## src/rtl/sharp_display_pkg.sv

```systemverilog
// Geometry and per-line phase offsets for the 240x320 Sharp colour memory LCD driver.
package sharp_display_pkg;
  localparam int H_WORDS     = 120;
  localparam int V_ROWS      = 320;
  localparam int TOTAL_LINES = V_ROWS + 2;
  localparam int LINE_CLKS   = 512;

  localparam int RD_OFS    = 4;
  localparam int PIX_OFS   = RD_OFS + 3;
  localparam int BCK_OFS   = 8;
  localparam int BSP_START = 6;
  localparam int BSP_END   = 9;
  localparam int GSP_MID   = 256;
  localparam int GEN_START = 128;
  localparam int GEN_END   = 383;

  localparam logic [8:0] LAST_CLK = 9'(LINE_CLKS - 1);
  localparam logic [8:0] RD_LAST  = 9'(RD_OFS + 4 * (H_WORDS - 1));
  localparam logic [8:0] PIX_LAST = 9'(PIX_OFS + 4 * H_WORDS - 1);
  localparam logic [8:0] BCK_LAST = 9'(BCK_OFS + 4 * (H_WORDS - 1) + 1);

  function automatic logic in_window(input logic [8:0] c, input logic [8:0] lo,
                                     input logic [8:0] hi);
    return (c >= lo) && (c <= hi);
  endfunction
endpackage

```

## src/rtl/sharp_display_timing_gen.sv

```systemverilog
// Line/clock-in-line counters and phase strobes. Strobes describe the position the
// counters move to at the next edge, so the top can register them straight onto the pins.
module sharp_display_timing_gen
  import sharp_display_pkg::*;
#(
  parameter int ROWS = V_ROWS
) (
  input  logic       clk_i,
  input  logic       reset_i,
  output logic [8:0] o_line,
  output logic       o_frame_start,
  output logic       o_rd_stb,
  output logic [6:0] o_word,
  output logic       o_pix_en,
  output logic       o_pix_odd,
  output logic       o_bck,
  output logic       o_bsp,
  output logic       o_gsp,
  output logic       o_gck_tgl,
  output logic       o_gen
);
  localparam logic [8:0] ROWS_L    = 9'(ROWS);
  localparam logic [8:0] LAST_LINE = 9'(ROWS + 1);

  logic       r_run;
  logic [8:0] r_line;
  logic [8:0] r_clk;
  logic [8:0] w_line;
  logic [8:0] w_clk;
  logic       w_active;
  logic [8:0] w_rd_ofs;
  logic [1:0] w_bck_ph;
  logic [1:0] w_pix_ph;

  // First edge out of reset lands on line 0, c=0 rather than c=1.
  always_comb begin
    w_line = r_line;
    w_clk  = r_clk + 9'd1;
    if (!r_run) begin
      w_line = '0;
      w_clk  = '0;
    end else if (r_clk == LAST_CLK) begin
      w_clk  = '0;
      w_line = (r_line == LAST_LINE) ? '0 : r_line + 9'd1;
    end
  end

  always_ff @(posedge clk_i) begin
    if (reset_i) begin
      r_run  <= 1'b0;
      r_line <= '0;
      r_clk  <= '0;
    end else begin
      r_run  <= 1'b1;
      r_line <= w_line;
      r_clk  <= w_clk;
    end
  end

  assign w_active = w_line < ROWS_L;
  assign w_rd_ofs = w_clk - 9'(RD_OFS);
  assign w_bck_ph = w_clk[1:0] - 2'(BCK_OFS);
  assign w_pix_ph = w_clk[1:0] - 2'(PIX_OFS);

  assign o_line        = w_line;
  assign o_frame_start = (w_line == '0) && (w_clk == '0);
  assign o_rd_stb      = w_active && in_window(w_clk, 9'(RD_OFS), RD_LAST)
                         && (w_rd_ofs[1:0] == 2'd0);
  assign o_word        = w_rd_ofs[8:2];
  assign o_pix_en      = w_active && in_window(w_clk, 9'(PIX_OFS), PIX_LAST);
  assign o_pix_odd     = w_pix_ph >= 2'd2;
  assign o_bck         = w_active && in_window(w_clk, 9'(BCK_OFS), BCK_LAST)
                         && (w_bck_ph < 2'd2);
  assign o_bsp         = w_active && in_window(w_clk, 9'(BSP_START), 9'(BSP_END));
  assign o_gsp         = ((w_line == 9'd0) && (w_clk >= 9'(GSP_MID)))
                         || ((w_line == 9'd1) && (w_clk < 9'(GSP_MID)));
  assign o_gck_tgl     = (w_clk == '0) && (w_line != '0);
  assign o_gen         = (w_line != '0) && (w_line <= ROWS_L)
                         && in_window(w_clk, 9'(GEN_START), 9'(GEN_END));
endmodule

```

## src/rtl/sharp_color_memory_display_driver.sv

```systemverilog
// Continuous-refresh driver for a Sharp 64-colour memory LCD: frame-buffer fetch,
// pixel mux and registered panel pins.
module sharp_color_memory_display_driver
  import sharp_display_pkg::*;
#(
  parameter int ROWS = V_ROWS
) (
  input  logic        clk_i,
  input  logic        reset_i,
  output logic        vsync_o,
  output logic [15:0] addr_o,
  output logic        read_valid_o,
  input  logic [15:0] pixel_data_i,
  output logic        intb_o,
  output logic        bsp_o,
  output logic        bck_o,
  output logic        gsp_o,
  output logic        gck_o,
  output logic        gen_o,
  output logic        vcom_o,
  output logic        va_o,
  output logic        vb_o,
  output logic [1:0]  r_o,
  output logic [1:0]  g_o,
  output logic [1:0]  b_o
);
  logic [8:0] w_line;
  logic       w_frame_start;
  logic       w_rd_stb;
  logic [6:0] w_word;
  logic       w_pix_en;
  logic       w_pix_odd;
  logic       w_bck;
  logic       w_bsp;
  logic       w_gsp;
  logic       w_gck_tgl;
  logic       w_gen;
  logic       w_vcom_nxt;
  logic [5:0] w_pix;
  logic       w_unused_bits;

  logic        r_vsync, r_read_valid, r_cap, r_intb, r_bsp, r_bck, r_gsp, r_gck, r_gen;
  logic        r_vcom, r_va, r_vb;
  logic [15:0] r_addr;
  logic [5:0]  r_even, r_odd, r_rgb;

  sharp_display_timing_gen #(.ROWS(ROWS)) u_timing (
    .clk_i        (clk_i),
    .reset_i      (reset_i),
    .o_line       (w_line),
    .o_frame_start(w_frame_start),
    .o_rd_stb     (w_rd_stb),
    .o_word       (w_word),
    .o_pix_en     (w_pix_en),
    .o_pix_odd    (w_pix_odd),
    .o_bck        (w_bck),
    .o_bsp        (w_bsp),
    .o_gsp        (w_gsp),
    .o_gck_tgl    (w_gck_tgl),
    .o_gen        (w_gen)
  );

  assign w_vcom_nxt    = r_vcom ^ w_frame_start;
  assign w_pix         = w_pix_odd ? r_odd : r_even;
  assign w_unused_bits = ^{pixel_data_i[15:14], pixel_data_i[7:6]};

  // r_cap marks the cycle after a read strobe, when the memory presents the word.
  always_ff @(posedge clk_i) begin
    if (reset_i) begin
      r_vsync      <= 1'b0;
      r_addr       <= '0;
      r_read_valid <= 1'b0;
      r_cap        <= 1'b0;
      r_even       <= '0;
      r_odd        <= '0;
      r_intb       <= 1'b0;
      r_bsp        <= 1'b0;
      r_bck        <= 1'b0;
      r_gsp        <= 1'b0;
      r_gck        <= 1'b0;
      r_gen        <= 1'b0;
      r_vcom       <= 1'b0;
      r_va         <= 1'b0;
      r_vb         <= 1'b0;
      r_rgb        <= '0;
    end else begin
      r_vsync      <= w_frame_start;
      r_read_valid <= w_rd_stb;
      if (w_rd_stb) r_addr <= {w_line, w_word};
      r_cap        <= r_read_valid;
      if (r_cap) begin
        r_even <= pixel_data_i[13:8];
        r_odd  <= pixel_data_i[5:0];
      end
      r_intb <= 1'b1;
      r_bsp  <= w_bsp;
      r_bck  <= w_bck;
      r_gsp  <= w_gsp;
      r_gen  <= w_gen;
      if (w_frame_start)  r_gck <= 1'b0;
      else if (w_gck_tgl) r_gck <= ~r_gck;
      r_vcom <= w_vcom_nxt;
      r_va   <= w_vcom_nxt;
      r_vb   <= ~w_vcom_nxt;
      r_rgb  <= w_pix_en ? w_pix : 6'd0;
    end
  end

  assign vsync_o      = r_vsync;
  assign addr_o       = r_addr;
  assign read_valid_o = r_read_valid;
  assign intb_o       = r_intb;
  assign bsp_o        = r_bsp;
  assign bck_o        = r_bck;
  assign gsp_o        = r_gsp;
  assign gck_o        = r_gck;
  assign gen_o        = r_gen;
  assign vcom_o       = r_vcom;
  assign va_o         = r_va;
  assign vb_o         = r_vb;
  assign r_o          = r_rgb[5:4];
  assign g_o          = r_rgb[3:2];
  assign b_o          = r_rgb[1:0];
endmodule

```

## config.mk

```make
export PLATFORM = sky130hd
export DESIGN_NAME = sharp_color_memory_display_driver
export DESIGN_NICKNAME = d
export VERILOG_FILES = /design/src/rtl/sharp_display_pkg.sv /design/src/rtl/sharp_display_timing_gen.sv /design/src/rtl/sharp_color_memory_display_driver.sv
export SDC_FILE = /design/constraint.sdc
export NUM_CORES = 1
export LEC_CHECK = 0
export CAP_MARGIN = 15
export CORE_ASPECT_RATIO = 0.5
export CORE_MARGIN = 2
export CORE_UTILIZATION = 35
export CTS_CLUSTER_SIZE = 8
export DETAILED_ROUTE_END_ITERATION = 10
export GPL_ROUTABILITY_DRIVEN = 0
export HOLD_SLACK_MARGIN = 0.02
export RECOVER_POWER = 25
export SYNTH_ARGS = -nofsm -noshare
export SYNTH_HDL_FRONTEND = slang
export SYNTH_SLANG_ARGS = --single-unit
```

## constraint.sdc

```tcl
create_clock -name clk_i -period 4.35 [get_ports clk_i]
set_clock_uncertainty 0.15 [all_clocks]
set_input_delay 0.435 -clock clk_i [delete_from_list [all_inputs] [get_ports clk_i]]
set_output_delay 0.435 -clock clk_i [all_outputs]
set_load 0.02 [all_outputs]
```

# Word level (Yosys, flattened, before mapping)
# Index checks and enable logic that the tools add are counted.
[word_totals]
reg_bits = 63
latch_bits = 0
ramBits = 0
romBits = 0
word_cells = 75
memories = 0
[op_classes]
addsub = 4
n_mul = 0
n_div = 0
magnitude_cmp = 16
eq_ne = 3
shift = 0
mux = 7
n_bitwise = 4
n_reduce_logical = 24
[ops]
columns = ["op", "count"]
rows = [
  ["less-or-equal comparator 9 bit, second input constant", 5],
  ["2-to-1 mux 9 bit", 5],
  ["greater-or-equal comparator 9 x 3 -> 1 bit, second input constant", 3],
  ["adder 9 x 1 -> 9 bit, second input constant", 2],
  ["equality test 9 bit, second input constant", 2],
  ["zero test 9 bit", 2],
  ["less-than comparator 9 bit, second input constant", 2],
  ["logical AND 1 bit", 17],
  ["equality test 9 x 1 -> 1 bit, second input constant", 1],
  ["greater-or-equal comparator 9 x 4 -> 1 bit, second input constant", 1],
  ["greater-or-equal comparator 9 x 8 -> 1 bit, second input constant", 1],
  ["greater-or-equal comparator 9 bit, second input constant", 1],
  ["less-or-equal comparator 9 x 4 -> 1 bit, second input constant", 1],
  ["nonzero test 9 bit", 1],
  ["subtractor 9 x 3 -> 9 bit, second input constant", 1],
  ["2-to-1 mux 6 bit", 1],
  ["OR reduction 2 bit", 2],
  ["inverter 1 bit", 3],
  ["greater-or-equal comparator 2 bit, second input constant", 1],
  ["zero test 2 bit", 1],
  ["less-than comparator 2 bit, second input constant", 1],
  ["subtractor 2 bit, second input constant", 1],
  ["logical OR 1 bit", 1],
  ["2-to-1 mux 1 bit", 1],
  ["XOR 1 bit", 1],
]

# Logic depth before layout (Yosys ltp)
[depth]
word_depth = 8
mapped_depth = 16

# Modules after synthesis
# A second synthesis with hierarchy kept.
[hier_totals]
cells_unflattened = 365
area_unflattened_um2 = 3286.9
[modules_own_cells]
columns = ["module", "instances", "cells_per_inst", "area_per_inst_um2", "seq_area_each_um2"]
rows = [
  ["sharp_display_timing_gen", 1, 229, 1756.7, 380.4],
  ["sharp_color_memory_display_driver", 1, 136, 1530.2, 900.9],
]

# Least setup slack after synthesis
# OpenSTA, ideal clock, no wires.
[synth_path]
kind = "reg2reg"
start = "register u_timing.r_clk[0]"
end = "register r_vb (netlist: vb_o)"
setup_time_ns = 0.115
arrival_time_ns = 3.131
slack_ns = 0.954
path_stages_with_launch = 15
n_path_buf = 2
path_cell_list = "dfxtp_1 ha_1 buf_2 nand3_1 nor3_1 ha_1 buf_2 nor3b_1 mux2i_2 ha_1 and4_1 o21ai_1 or4_1 xor2_1 and2_1"
[synth_between]
elab_chain_cells = 7
word_cells_on_any_way = 11
cone_classes = "1 x add/sub; 1 x eq/ne; 4 x mux; 2 x bitwise; 3 x reduce/logical"
[synth_rtl]
columns = ["item", "line", "rtl"]
rows = [
  ["from (decl)", "sharp_display_timing_gen.sv:27", "logic [8:0] r_clk;"],
  ["from (signal assigned)", "sharp_display_timing_gen.sv:56", "r_clk <= w_clk;"],
  ["adder 9 x 1 -> 9 bit or equality test 9 bit (tied branches)", "sharp_display_timing_gen.sv:38, sharp_display_timing_gen.sv:42", ""],
  ["2-to-1 mux 9 bit", "sharp_display_timing_gen.sv:42", "end else if (r_clk == LAST_CLK) begin"],
  ["2-to-1 mux 9 bit", "sharp_display_timing_gen.sv:39", "if (!r_run) begin"],
  ["zero test 9 bit", "sharp_display_timing_gen.sv:66", "assign o_frame_start = (w_line == '0) && (w_clk == '0);"],
  ["logical AND 1 bit (*)", "sharp_display_timing_gen.sv:66", ""],
  ["XOR 1 bit (*)", "sharp_color_memory_display_driver.sv:63", "assign w_vcom_nxt = r_vcom ^ w_frame_start;"],
  ["inverter 1 bit (*)", "sharp_color_memory_display_driver.sv:104", "r_vb <= ~w_vcom_nxt;"],
  ["to (signal assigned)", "sharp_color_memory_display_driver.sv:104", ""],
  ["to (decl)", "sharp_color_memory_display_driver.sv:43", "logic r_vcom, r_va, r_vb;"],
]
# Mark *: on every way between the ends. The rest lies on a longest branch, timed or not.
# A chain may end at the register's enable or synchronous reset.

# Worst setup path in the final report
[layout_path]
start = "register u_timing.r_clk[0]"
end = "register r_addr[4] (netlist: addr_o[4])"
[layout_between]
elab_chain_cells = 7
word_cells_on_any_way = 14
cone_classes = "2 x add/sub; 3 x order compare; 1 x eq/ne; 4 x mux; 4 x reduce/logical"
[layout_rtl]
columns = ["item", "line", "rtl"]
rows = [
  ["adder 9 x 1 -> 9 bit or equality test 9 bit (tied branches)", "sharp_display_timing_gen.sv:38, sharp_display_timing_gen.sv:42", ""],
  ["2-to-1 mux 9 bit", "sharp_display_timing_gen.sv:42", ""],
  ["2-to-1 mux 9 bit", "sharp_display_timing_gen.sv:39", ""],
  ["greater-or-equal comparator 9 x 3 -> 1 bit or less-or-equal comparator 9 bit (tied branches)", "sharp_display_pkg.sv:24", "return (c >= lo) && (c <= hi);"],
  ["logical AND 1 bit", "sharp_display_pkg.sv:24", ""],
  ["logical AND 1 bit", "sharp_display_timing_gen.sv:67", "assign o_rd_stb = w_active && in_window(w_clk, 9'(RD_OFS), RD_LAST)"],
  ["logical AND 1 bit", "sharp_display_timing_gen.sv:68", "&& (w_rd_ofs[1:0] == 2'd0);"],
  ["to (signal assigned)", "sharp_color_memory_display_driver.sv:89", "if (w_rd_stb) r_addr <= {w_line, w_word};"],
  ["to (decl)", "sharp_color_memory_display_driver.sv:44", "logic [15:0] r_addr;"],
]
# Several ways; a longest one is shown, not always the timed one.

==> flow_summary.json <==
{
  "min_path_type": "flip-flop to flip-flop",
  "finalPower_uw": 1445,
  "period_minus_slack_ns": 3.707,
  "yosysSeqAreaShare": 0.3990,
  "fin_util": 0.4636,
  "max_slew_margin": 0.4632,
  "synth_edf_count": 0,
  "grt.overflow.total": 0,
  "cp.arrival_ns": 3.82,
  "outcome": "finished clean",
  "grt_max_degree": 24,
  "setup_violations": 0,
  "die_area_um2": 9853,
  "fin_area_um2": 4051,
  "tns_ns": 0,
  "dp_hpwl_mm": 5.143,
  "cts_max_path_buffers": 2,
  "fin_crit_sh": 0.8522,
  "hold_viol": 0,
  "cts_root_buf": "clkbuf_16",
  "peakVddDrop_v": 0.0001865,
  "powerDensity_nw_per_um2": 356.8,
  "io_pins": 51,
  "grt_pass1_vias": 2440,
  "post_cts_buffers": 0,
  "path_class": "flip-flop to flip-flop",
  "cts_sinks": 63,
  "drt-initial-drc-count": 136,
  "required_ns": 4.46,
  "area_growth_pct": 28.19,
  "n_antenna_cell": 0,
  "grt_pass1_wl_mm": 12.12,
  "routed_wirelength_mm": 7.115,
  "grt_use_total": 0.1562,
  "synth_cell_types": 68,
  "nets": 421,
  "place_area_um2": 3726,
  "worstSkewPairLatency_ns": 0.33,
  "antenna_left": 0,
  "syn_avg_cell_area_um2": 9.188,
  "ys_ff_latch": 63,
  "power_leakage_uw": 0.001648,
  "worst_setup_path_end_kind": "flip-flop",
  "holdBufCountCts": 0,
  "worst_pin_slew_ns": 0.8025,
  "max_freq_mhz": 269.7,
  "first_pass_iters": 4,
  "cts_tree": "built",
  "async_flop_share": 0,
  "start_util": 0.3617,
  "regToRegSetupSlack_ns": 0.64,
  "cts_resized": 0,
  "port_buffers": 46,
  "path_clk_slew_ns": 0.05,
  "fp.dieW_um": 138.4,
  "rsz0062_at_grt": "no",
  "maxCapViolCount": 0,
  "fp.dieH_um": 71.20,
  "synth_nets": 374,
  "num_rows": 24,
  "viasPerCell": 4.860,
  "syn_inst": 344,
  "maxSlewViolCount": 0,
  "via_count": 2493,
  "antenna_found_initial": 0,
  "drcViolationCount": 0,
  "netlist_area_um2": 3161,
  "coreArea_um2": 8738,
  "route.detailed.wl_per_inst_um": 13.87,
  "drive_gt1_frac": 0.09848,
  "worstSetupStartpointType": "flip-flop",
  "cts_buffers": 9,
  "synth_warnings": 0,
  "cts_max_level": 3,
  "worstPathMaxFanout": 9,
  "synthFlopType": "dfxtp_1"
}
-- critical path, cell delays in order (launching register included) --
cell	delay (ns)
dfxtp_1	0.52
ha_1	0.23
nand3_1	0.16
nor3_1	0.20
ha_1	0.32
and3b_1	0.22
mux2i_2	0.36
buf_4	0.20
ha_1	0.31
o211ai_1	0.13
and3b_1	0.20
o32ai_1	0.40
mux2i_1	0.13
nor2_1	0.10
-- layer usage --
layer | routed length (um) | global-route usage | vias up
li1 | - | - | 1305
met1 | 3617 | 0.2097 | 1129
met2 | 3045 | 0.2365 | 49
met3 | 348 | 0.05349 | 10
met4 | 104 | 0.05442 | 0
met5 | 0 | 0 | -
-- per-stage QoR --
| stage | cells | worst slack, ns | hold slack [ns] |
|---|---|---|---|
| after floorplan | 344 | 0.9544 | 0.3096 |
| after global placement | 497 | 0.7124 | 0.2979 |
| after detailed placement | 497 | 0.6557 | 0.3000 |
| after CTS | 513 | 0.6456 | 0.3070 |
| after global routing | 513 | 0.3638 | 0.3334 |
| final | 513 | 0.6428 | 0.3018 |
-- state kept, by name, summed over array words and instances, names as in the netlist --
name	count
r_odd	6
read_valid_o	1
gck_o	1
gen_o	1
u_timing.r_clk	9
r_cap	1
vb_o	1
bck_o	1
addr_o	16
r_rgb	6
u_timing.r_run	1
r_even	6
va_o	1
vsync_o	1
gsp_o	1
bsp_o	1
u_timing.r_line	9
-- layout by cell type, fill, tap and decap left out, drive strengths merged, types with 3 or more instances in the layout --
| cell type | netlist | layout |
|---|---|---|
| o21ai | 9 | 9 |
| dlygate4sd3 | 0 | 24 |
| a31oi | 5 | 5 |
| and2 | 5 | 5 |
| xnor2 | 14 | 14 |
| a31o | 3 | 3 |
| a21oi | 13 | 13 |
| a211oi | 4 | 4 |
| buf | 12 | 7 |
| nand2 | 17 | 17 |
| nor3 | 12 | 12 |
| clkbuf | 5 | 13 |
| nand4 | 8 | 8 |
| nor3b | 6 | 6 |
| nand3 | 15 | 15 |
| inv | 13 | 13 |
| dfxtp | 63 | 63 |
| nand2b | 4 | 4 |
| nor2b | 3 | 3 |
| clkdlybuf4s50 | 0 | 22 |
| xor2 | 4 | 4 |
| and3b | 4 | 4 |
| ha | 12 | 12 |
| mux2i | 29 | 29 |
| nor2 | 53 | 53 |
| and3 | 3 | 3 |
-- path summary, 6_finish.rpt --
kind                           from          to  cells after the start
setup / recovery  u_timing.r_clk[0]   addr_o[4]                     13
hold / removal           addr_o[11]  addr_o[11]                      2
setup reg to reg  u_timing.r_clk[0]   addr_o[4]                     13
hold reg to reg          addr_o[11]  addr_o[11]                      2
-- cell families after synthesis --
| family | Yosys count | share of synthesized area |
|---|---|---|
| compound gates | 51 | 0.1184 |
| simple gates | 139 | 0.2383 |
| buf+inv | 31 | 0.04631 |
| mux | 30 | 0.1006 |
| fa+ha+maj | 12 | 0.04750 |
| xor+xnor | 18 | 0.04988 |
| flops | 63 | 0.3991 |
-- report_power, final --
group / leakage [uW] / switching [uW] / internal, uW
clock: 0.000160 / 243 / 532
sequential: 0.000509 / 7.14 / 584
combinational: 0.000979 / 43.2 / 36.8
total: 0.00165 / 293 / 1150
-- Yosys cell counts, drive strengths merged, types with 3 or more instances --
cell / instances / area (um2)
a211oi: 4 / 35.03
a21oi: 13 / 65.06
a31o: 3 / 26.28
a31oi: 5 / 46.29
and2: 5 / 31.28
and3: 3 / 25.03
and3b: 4 / 35.03
buf: 12 / 75.07
clkbuf: 5 / 18.77
dfxtp: 63 / 1261
ha: 12 / 150.1
inv: 13 / 48.79
mux2i: 29 / 306.5
nand2: 17 / 66.32
nand2b: 4 / 25.02
nand3: 15 / 80.08
nand4: 8 / 50.05
nor2: 53 / 198.9
nor2b: 3 / 26.27
nor3: 12 / 76.33
nor3b: 6 / 55.05
o21ai: 9 / 45.04
xnor2: 14 / 122.6
xor2: 4 / 35.03
-- final cells by class --
cell class                 instances  area, um2
inverter                          14      52.55
clock inverter                     3      65.06
sequential                        63       1261
clock buffer                      13      260.3
fill                             849       4687
tap                              117      146.4
timing repair buffer              53      513.0
multi-input combinational        250       1753
Power figures use the tool's default switching activity.
